$ cat src/rtl/calc_op_sequencer.sv
// Multi-cycle add/sub/mul/div controller for the keypad calculator, built on one shared adder.
// Optional macro CALC_SIGNED_SUB_EN: when a - b goes negative, return the wrapped difference instead of an error.
module calc_op_sequencer #(
  parameter int WIDTH = 16,
  parameter int CNT_W = 5
) (
  input  logic             clk,
  input  logic             rst_n,
  input  logic             start,
  input  logic [3:0]       opcode,
  input  logic [WIDTH-1:0] op_a,
  input  logic [WIDTH-1:0] op_b,
  input  logic             clear,
  output logic             busy,
  output logic             done,
  output logic [WIDTH-1:0] result,
  output logic             err
);

  localparam logic [3:0] OP_ADD = 4'hA;
  localparam logic [3:0] OP_SUB = 4'hB;
  localparam logic [3:0] OP_MUL = 4'hC;
  localparam logic [3:0] OP_DIV = 4'hD;

  typedef enum logic [1:0] {IDLE, EXEC, ITER, DONE} state_t;

  state_t               state, state_next;
  logic [3:0]           op;
  logic [WIDTH-1:0]     a, b;
  logic [2*WIDTH-1:0]   acc, acc_next;
  logic [CNT_W-1:0]     cnt;
  logic                 last;
  logic [WIDTH:0]       alu_x, alu_y, mul_hi;
  logic                 alu_sub;
  logic [WIDTH+1:0]     alu;
  logic [WIDTH-1:0]     exec_res, iter_res;
  logic                 exec_err, iter_err;
  logic                 long_op;

  assign last    = (cnt == CNT_W'(WIDTH - 1));
  assign long_op = (opcode == OP_MUL) || ((opcode == OP_DIV) && (op_b != '0));

  // Shared adder: EXEC does a+b / a-b, mul adds multiplicand to the high half,
  // div trial-subtracts the divisor from the shifted partial remainder.
  always_comb begin
    alu_x   = '0;
    alu_y   = '0;
    alu_sub = 1'b0;
    case (state)
      EXEC: begin
        alu_x   = {1'b0, a};
        alu_y   = {1'b0, b};
        alu_sub = (op == OP_SUB);
      end
      ITER: begin
        if (op == OP_MUL) begin
          alu_x = {1'b0, acc[2*WIDTH-1:WIDTH]};
          alu_y = {1'b0, a};
        end else begin
          alu_x   = {acc[2*WIDTH-1:WIDTH], acc[WIDTH-1]};
          alu_y   = {1'b0, b};
          alu_sub = 1'b1;
        end
      end
      default: ;
    endcase
  end

  assign alu = alu_sub ? ({1'b0, alu_x} - {1'b0, alu_y})
                       : ({1'b0, alu_x} + {1'b0, alu_y});

  // One iteration step; mul shifts right (LSB of multiplier first), div shifts left.
  always_comb begin
    mul_hi   = acc[0] ? alu[WIDTH:0] : {1'b0, acc[2*WIDTH-1:WIDTH]};
    acc_next = acc;
    if (op == OP_MUL) begin
      acc_next = {mul_hi, acc[WIDTH-1:1]};
    end else if (!alu[WIDTH+1]) begin
      acc_next = {alu[WIDTH-1:0], acc[WIDTH-2:0], 1'b1};
    end else begin
      acc_next = {acc[2*WIDTH-2:0], 1'b0};
    end
    iter_res = acc_next[WIDTH-1:0];
    iter_err = (op == OP_MUL) ? (|acc_next[2*WIDTH-1:WIDTH]) : 1'b0;
  end

  always_comb begin
    exec_res = '0;
    exec_err = 1'b1;
    case (op)
      OP_ADD: begin
        exec_res = alu[WIDTH-1:0];
        exec_err = alu[WIDTH];
      end
      OP_SUB: begin
        if (alu[WIDTH+1]) begin
`ifdef CALC_SIGNED_SUB_EN
          exec_res = alu[WIDTH-1:0];
          exec_err = 1'b0;
`else
          exec_res = '0;
          exec_err = 1'b1;
`endif
        end else begin
          exec_res = alu[WIDTH-1:0];
          exec_err = 1'b0;
        end
      end
      default: begin
        exec_res = '0;
        exec_err = 1'b1;
      end
    endcase
  end

  always_ff @(posedge clk) begin
    if (!rst_n) begin
      state <= IDLE;
    end else begin
      state <= state_next;
    end
  end

  always_comb begin
    state_next = state;
    busy       = 1'b0;
    done       = 1'b0;
    case (state)
      IDLE: begin
        if (start) begin
          state_next = long_op ? ITER : EXEC;
        end
      end
      EXEC: begin
        busy       = 1'b1;
        state_next = DONE;
      end
      ITER: begin
        busy = 1'b1;
        if (last) begin
          state_next = DONE;
        end
      end
      DONE: begin
        done       = 1'b1;
        state_next = IDLE;
      end
      default: state_next = IDLE;
    endcase
    if (clear) begin
      state_next = IDLE;
    end
  end

  // Datapath registers; clear freezes everything so result/err keep their old values.
  always_ff @(posedge clk) begin
    if (!rst_n) begin
      op     <= '0;
      a      <= '0;
      b      <= '0;
      acc    <= '0;
      cnt    <= '0;
      result <= '0;
      err    <= 1'b0;
    end else if (!clear) begin
      case (state)
        IDLE: begin
          if (start) begin
            op  <= opcode;
            a   <= op_a;
            b   <= op_b;
            cnt <= '0;
            acc <= (opcode == OP_MUL) ? {{WIDTH{1'b0}}, op_b} : {{WIDTH{1'b0}}, op_a};
          end
        end
        EXEC: begin
          result <= exec_res;
          err    <= exec_err;
        end
        ITER: begin
          acc <= acc_next;
          cnt <= cnt + 1'b1;
          if (last) begin
            result <= iter_res;
            err    <= iter_err;
          end
        end
        default: ;
      endcase
    end
  end

endmodule

$ cat config.mk
export PLATFORM = sky130hd
export DESIGN_NAME = calc_op_sequencer
export DESIGN_NICKNAME = d
export VERILOG_FILES = /design/src/rtl/calc_op_sequencer.sv
export SDC_FILE = /design/constraint.sdc
export NUM_CORES = 1
export LEC_CHECK = 0
export ABC_AREA = 1
export CORE_UTILIZATION = 50
export CTS_BUF_LIST = sky130_fd_sc_hd__clkbuf_16
export DETAILED_ROUTE_END_ITERATION = 16
export DONT_BUFFER_PORTS = 1
export PLACE_DENSITY = 0.77
export SYNTH_ARGS = -nofsm -noshare
export SYNTH_HDL_FRONTEND = slang
export SYNTH_SLANG_ARGS = --single-unit
$ cat constraint.sdc
create_clock -name clk -period 4.1 [get_ports clk]
set_input_delay 0.82 -clock clk [delete_from_list [all_inputs] [get_ports clk]]
set_output_delay 0.82 -clock clk [all_outputs]
set_load 0.1 [all_outputs]
==> results.sh, run 1 <==
export IMPL_status="complete, but fails checks"
export IMPL_violations="setup timing"
export IMPL_clk_pin_slew_ps=70
export IMPL_cp_start_kind="flip-flop"
export IMPL_placementRows=41
export IMPL_grt_total_usage_pct=33.7
export IMPL_critPathKind="flip-flop to flip-flop"
export IMPL_fill_cells=1085
export IMPL_synth_area_leaders="dfxtp_1, nand2_1, a21oi_1"
export IMPL_p_per_area_nw_per_um2=399
export IMPL_r2r_start="state[1]"
export IMPL_synthToLayoutAreaGrowth_pct=28.6
export IMPL_async_reset_ff_share_pct=0
export IMPL_start_util_pct=51.7
export IMPL_setup_violations=34
export IMPL_max_slew_margin_pct=27.9
export IMPL_drtIter0Drc=880
export IMPL_synth_xor_area_share_pct=3.71
export IMPL_worst_hold_slack_ps=474
export IMPL_grt_pass1_wl_um=34500
export IMPL_synthSimpleGateAreaFrac_pct=30.9
export IMPL_yosysMostFrequentCell="nand2_1"
export IMPL_synth_compound_area_share_pct=21.7
export IMPL_multi_input_area_um2=4530
export IMPL_synth_area_mux_share_pct=0
export IMPL_die_area_um2=13700
export IMPL_worstHoldPathCells=2
export IMPL_die_h_um=117
export IMPL_power_leakage_nw=3.78
export IMPL_worstHoldStart="op[3]"
export IMPL_gr_total_overflow=0
export IMPL_mappedNetlistNets=1122
export IMPL_grt_max_degree=57
export IMPL_wl_um=23700
export IMPL_reg2reg_depth=30
export IMPL_netlist_top_cells_count="nand2_1, inv_1, nor2_1"
export IMPL_seq_area_frac_synth_pct=27.9
export IMPL_slew_viol_final=0
export IMPL_cts_made_buffers=9
export IMPL_min_period_ps=4490
export IMPL_final_util_pct=66.5
export IMPL_cp_end_kind="flip-flop"
export IMPL_hold_path_class="flip-flop to flip-flop"
export IMPL_synth_seq_cells=92
export IMPL_tns_ps=-8640
export IMPL_synthDistinctLibCells=45
export IMPL_gp_congestion=1.01
export IMPL_total_power_mw=3.39
export IMPL_synth_top_family_by_area="simple AND/OR/NAND/NOR gates"
export IMPL_cts_sinks=92
export IMPL_syn_area_per_cell_um2=6.25
export IMPL_vdd_drop_max_mv=0.374
export IMPL_dp_hpwl_um=16800
export IMPL_antenna_found_initial=0
export IMPL_synth_adder_area_share_pct=5.04
export IMPL_cts_tree="done"
export IMPL_ant_nets=0
export IMPL_fp_dieW_um=117
export IMPL_arrival_ps=4780
export IMPL_worstPathRequired_ps=4380
export IMPL_rsz0062_at_grt="true"
export IMPL_yosysTopAreaCell="dfxtp_1"
export IMPL_synth_cells=1056
export IMPL_vias=7688
export IMPL_critPathMaxFanout=12
export IMPL_fin_nets=1219
export IMPL_critical_path_max_stage_delay_ps=370
export IMPL_drc=0
export IMPL_synth_edf_count=0
export IMPL_numPortBuffers=0
export IMPL_clk_latency_ps=360
export IMPL_cts_buffer_depth=2
export IMPL_max_freq_ghz=0.223
export IMPL_fin_skew_ps=6.45
export IMPL_dp_cells=1279
export IMPL_antenna_cells=0
export IMPL_ys_flop_type="dfxtp_1"
export IMPL_cts_root_buffer="clkbuf_16"
export IMPL_grt_pass1_vias=6915
export IMPL_drv_cap=0
export IMPL_htree_levels=3
export IMPL_fin_crit_sh_pct=110
export IMPL_io_pins=59
export IMPL_yosys_warnings=0
export IMPL_post_drt_wl_per_cell_um=17.8
export IMPL_vias_per_cell=5.78
export IMPL_finalWorstSetupSlack_ps=-394
export IMPL_instances_no_fill=1330
export IMPL_hold_viol_final=0
export IMPL_drt_first_pass_iters=8
export IMPL_reg2reg_to="result[0]"
export IMPL_r2r_slack_ps=-390
export IMPL_syn_area_um2=6610
export IMPL_hold_end="op[3]"
export IMPL_drive_above_1_share_pct=24.4
export IMPL_regArea_um2=1850
export IMPL_cp_slowest_cell="dfxtp_4"
export IMPL_synth_top_area_share_pct=27.9
export IMPL_tightest_slew_ps=1080
export IMPL_coreArea_um2=12800
-- per-layer routing --
metal  share of wire (%)  routed length (um)  vias to the layer above  GRT usage [%]
met5                   0                   0                        -              0
met4                 4.7                1120                        0           17.2
met3                 9.2                2180                       73           8.14
met2                  46               11000                      466           53.9
met1                  40                9460                     3483           42.2
li1                    -                   -                     3666              -
-- worst max-delay path by stage --
stage	start	to	slack [ps]
finish	state[1]	result[0]	-390
detailed placement	state[1]	result[0]	-260
CTS	state[1]	err	-90
global placement	state[1]	err	-90
global route	state[1]	err	-610
floorplan	state[1]	err	1
-- flip-flops by register name, summed over array words and instances, names as in the netlist --
signal and count:
a 16, acc 32, b 16, cnt 5, err 1, op 4
result 16, state 2
-- area by class of cell --
cell class,instances,area share [%]
Multi-Input combinational cell,785,53.3
Timing Repair Buffer,136,12.9
Sequential cell,92,21.7
Inverter,129,5.76
Clock inverter,7,1.16
Clock buffer,9,2.65
Tap cell,172,2.53
-- critical path, delay by kind of cell, from the launching register on --
family	cells	cell delay, ps
adders and majority gates	2	510
xor gates and xnor gates	1	130
buffers and inverters	9	990
AOI/OAI and AO/OA	3	400
and+or+nand+nor	15	2010
DFF	1	370
-- through the flow --
step / setup slack [ps] / cell area [um2]
2_1_floorplan: 1.41 / 6680
3_3_place_gp: -92.7 / 7460
3_5_place_dp: -259 / 7460
4_1_cts: -88.8 / 8070
5_1_grt: -609 / 8500
6_report: -394 / 8500
-- where the power goes --
part | switching [mW] | leakage, nW | total, mW | internal (mW)
registers | 0.117 | 0.752 | 1.06 | 0.942
logic | 0.765 | 2.87 | 1.40 | 0.636
clock network | 0.389 | 0.152 | 0.928 | 0.539
total | 1.27 | 3.78 | 3.39 | 2.12
-- cell families (layout without fill, tap and decap cells) --
group                      Yosys count  in the layout
xor gates and xnor gates            28             28
DFF                                 92             92
and+or+nand+nor                    472            474
buffers and inverters              181            281
adders and majority gates           26             26
AOI/OAI and AO/OA                  257            257
-- what timing repair did --
item,4_1_cts,5_1_grt
hold endpoints to repair,0,0
setup endpoints to repair,30,34
buffers inserted,17,16
hold buffers,0,0
resized for setup,33,73
pin swaps,17,40
cloned,1,1
-- layout by cell type, fill, tap and decap left out, types with 4 or more instances in the layout --
cell       Yosys  routed
a21oi_1       92      79
a21oi_2        1      14
a31oi_1       28      27
buf_4          2     124
buf_6          2       9
clkbuf_16      0       9
clkinv_1       3       4
dfxtp_1       92      90
ha_1          25      18
ha_4           0       6
inv_1        119     115
inv_2          7       9
nand2_1      261     232
nand2_2        9      36
nand2_4        4       7
nand3_1       62      51
nand3_2        8      14
nand3_4        1       6
nor2_1        97      88
nor2_2         4      11
nor2_4         2       5
nor3_1        14       8
nor3_2         1       5
o211ai_1      13      13
o21ai_0       87      85
o21bai_1       4       4
o22ai_1       20      19
xnor2_1        4       4
xor2_1        24      22
Note: power is estimated with default switching activity, not from simulation.
==> run 2, diff against run 1 <==
PLACE_DENSITY = 0.72   (was 0.77)
==> results.sh, run 2 (same netlist as run 1, synthesis figures left out) <==
export IMPL_tightest_slew_ps=1060
export IMPL_grt_pass1_vias=6782
export IMPL_cpMostUsedCell="nand2_2"
export IMPL_start_util_pct=51.7
export IMPL_pwr_share_clk_pct=26.3
export IMPL_fin_nets=1210
export IMPL_htree_levels=3
export IMPL_ant_nets=0
export IMPL_cts_buffer_depth=2
export IMPL_cts_tree="done"
export IMPL_final_cell_mix="nand2_1, buf_4, inv_1"
export IMPL_gr_total_overflow=0
export IMPL_placementRows=41
export IMPL_slew_viol_final=0
export IMPL_violations="setup timing"
export IMPL_wl_um=23600
export IMPL_antenna_found_initial=0
export IMPL_coreArea_um2=12800
export IMPL_grt_pass1_wl_um=34900
export IMPL_cts_made_buffers=9
export IMPL_vias=7698
export IMPL_clk_pin_slew_ps=70
export IMPL_rsz0062_at_grt="true"
export IMPL_numPortBuffers=0
export IMPL_max_slew_margin_pct=29.6
export IMPL_clk_latency_ps=360
export IMPL_critPathMaxFanout=4
export IMPL_combPwrFrac_pct=41.8
export IMPL_vdd_drop_max_mv=0.264
export IMPL_placed_cell_area_um2=7510
export IMPL_fp_dieW_um=117
export IMPL_grt_max_degree=57
export IMPL_final_util_pct=66.8
export IMPL_largest_reg_flops=32
export IMPL_arrival_ps=4500
export IMPL_power_leakage_nw=3.77
export IMPL_pwr_share_seq_pct=31.9
export IMPL_drc=0
export IMPL_p_per_area_nw_per_um2=389
export IMPL_finalWorstSetupSlack_ps=-113
export IMPL_min_period_ps=4210
export IMPL_post_place_ws_ps=-317
export IMPL_cp_start_kind="flip-flop"
export IMPL_grt_total_usage_pct=33.8
export IMPL_ctsHoldBuffers=0
export IMPL_instances_no_fill=1320
export IMPL_drtIter0Drc=787
export IMPL_net_switching_power_mw=1.28
export IMPL_die_h_um=117
export IMPL_vias_per_cell=5.83
export IMPL_regMostFlops="acc"
export IMPL_post_drt_wl_per_cell_um=17.8
export IMPL_fin_crit_sh_pct=103
export IMPL_critPathKind="flip-flop to flip-flop"
export IMPL_drt_first_pass_iters=6
export IMPL_finalInstanceArea_um2=8530
export IMPL_max_freq_ghz=0.237
export IMPL_path_delay_family="simple AND/OR/NAND/NOR gates"
export IMPL_synthToLayoutAreaGrowth_pct=29.1
export IMPL_hold_viol_final=0
export IMPL_fin_skew_ps=8.73
export IMPL_die_area_um2=13700
export IMPL_hold_path_class="flip-flop to flip-flop"
export IMPL_antenna_cells=0
export IMPL_dp_hpwl_um=16900
export IMPL_critPathBufInv=4
export IMPL_critical_path_max_stage_delay_ps=390
export IMPL_status="complete, but fails checks"
export IMPL_gp_congestion=0.950
export IMPL_internal_power_mw=2.03
export IMPL_fill_cells=1084
export IMPL_cts_root_buffer="clkbuf_16"
export IMPL_cts_sinks=92
export IMPL_io_pins=59
export IMPL_worstPathRequired_ps=4390
export IMPL_drive_above_1_share_pct=24.5
export IMPL_drv_cap=0
export IMPL_switching_share_pct=38.8
export IMPL_setup_violations=4
export IMPL_final_common_cell="nand2_1"
export IMPL_dp_cells=1283
export IMPL_cp_slowest_cell="dfxtp_4"
export IMPL_cp_end_kind="flip-flop"
==> run 2: changes by cell type in the layout (fill, tap and decap cells not counted), sizes merged <==
| cell | previous run | this run |
|---|---|---|
| buf | 136 | 127 |
| nand2 | 275 | 276 |
| inv | 128 | 129 |
| nor2 | 104 | 103 |
| bufinv | 2 | 1 |
| clkinvlp | 2 | 1 |
==> run 2: per-layer routing <==
layer	global-route usage (%)	wire [um]	vias to the layer above
met5	0	0	-
met4	18.6	1210	0
met3	6.33	2050	86
met2	52.0	10600	434
met1	44.5	9690	3532
li1	-	-	3646
==> run 2: area by class of cell <==
class / count / area, um2 / share of cell area [%]
clock buffers: 9 / 225 / 2.64
clock inverters: 6 / 70.1 / 0.822
inverters: 129 / 494 / 5.80
multi-input cells: 785 / 4640 / 54.4
flip-flops and latches: 92 / 1850 / 21.7
well taps: 172 / 215 / 2.52
repair buffers: 127 / 1040 / 12.2
==> run 2: path summary, 6_finish.rpt <==
kind	from	end	slack [ps]	depth (start not counted)
max	state[0]	err	-110	34
min	acc[15]	acc[15]	470	2
max reg2reg	state[0]	err	-110	34
min reg2reg	acc[15]	acc[15]	470	2
==> run 2: repair_timing <==
| item | CTS | global route |
|---|---|---|
| endpoints found under the setup margin | 32 | 34 |
| cloned | 2 | 0 |
| setup buffers | 8 | 13 |
| endpoints found under the hold margin | 0 | 0 |
| pin swaps | 34 | 45 |
| resized for setup | 41 | 84 |
==> run 2: worst min-delay path, cell delays in order, from the launching register on <==
cell and delay (ps):
dfxtp_1 310, nand2_1 60, a21oi_1 50
==> run 2: metrics by stage <==
stage	hold WS (ps)	total power, mW	setup TNS, ps
after floorplan	445	1.73	0
after global placement	456	2.18	-824
after detailed placement	457	2.18	-3540
after CTS	468	3.14	-127
after global routing	482	3.46	-3740
final	466	3.31	-292
==> run 2: power groups by stage <==
| stage | Combinational [mW] | Sequential, mW | Clock [mW] |
|---|---|---|---|
| 2_1_floorplan | 0.667 | 1.06 | 0 |
| 3_5_place_dp | 1.10 | 1.07 | 0 |
| 5_1_grt | 1.49 | 1.06 | 0.905 |
| 3_3_place_gp | 1.10 | 1.07 | 0 |
| 6_report | 1.39 | 1.06 | 0.870 |
| 4_1_cts | 1.21 | 1.05 | 0.874 |
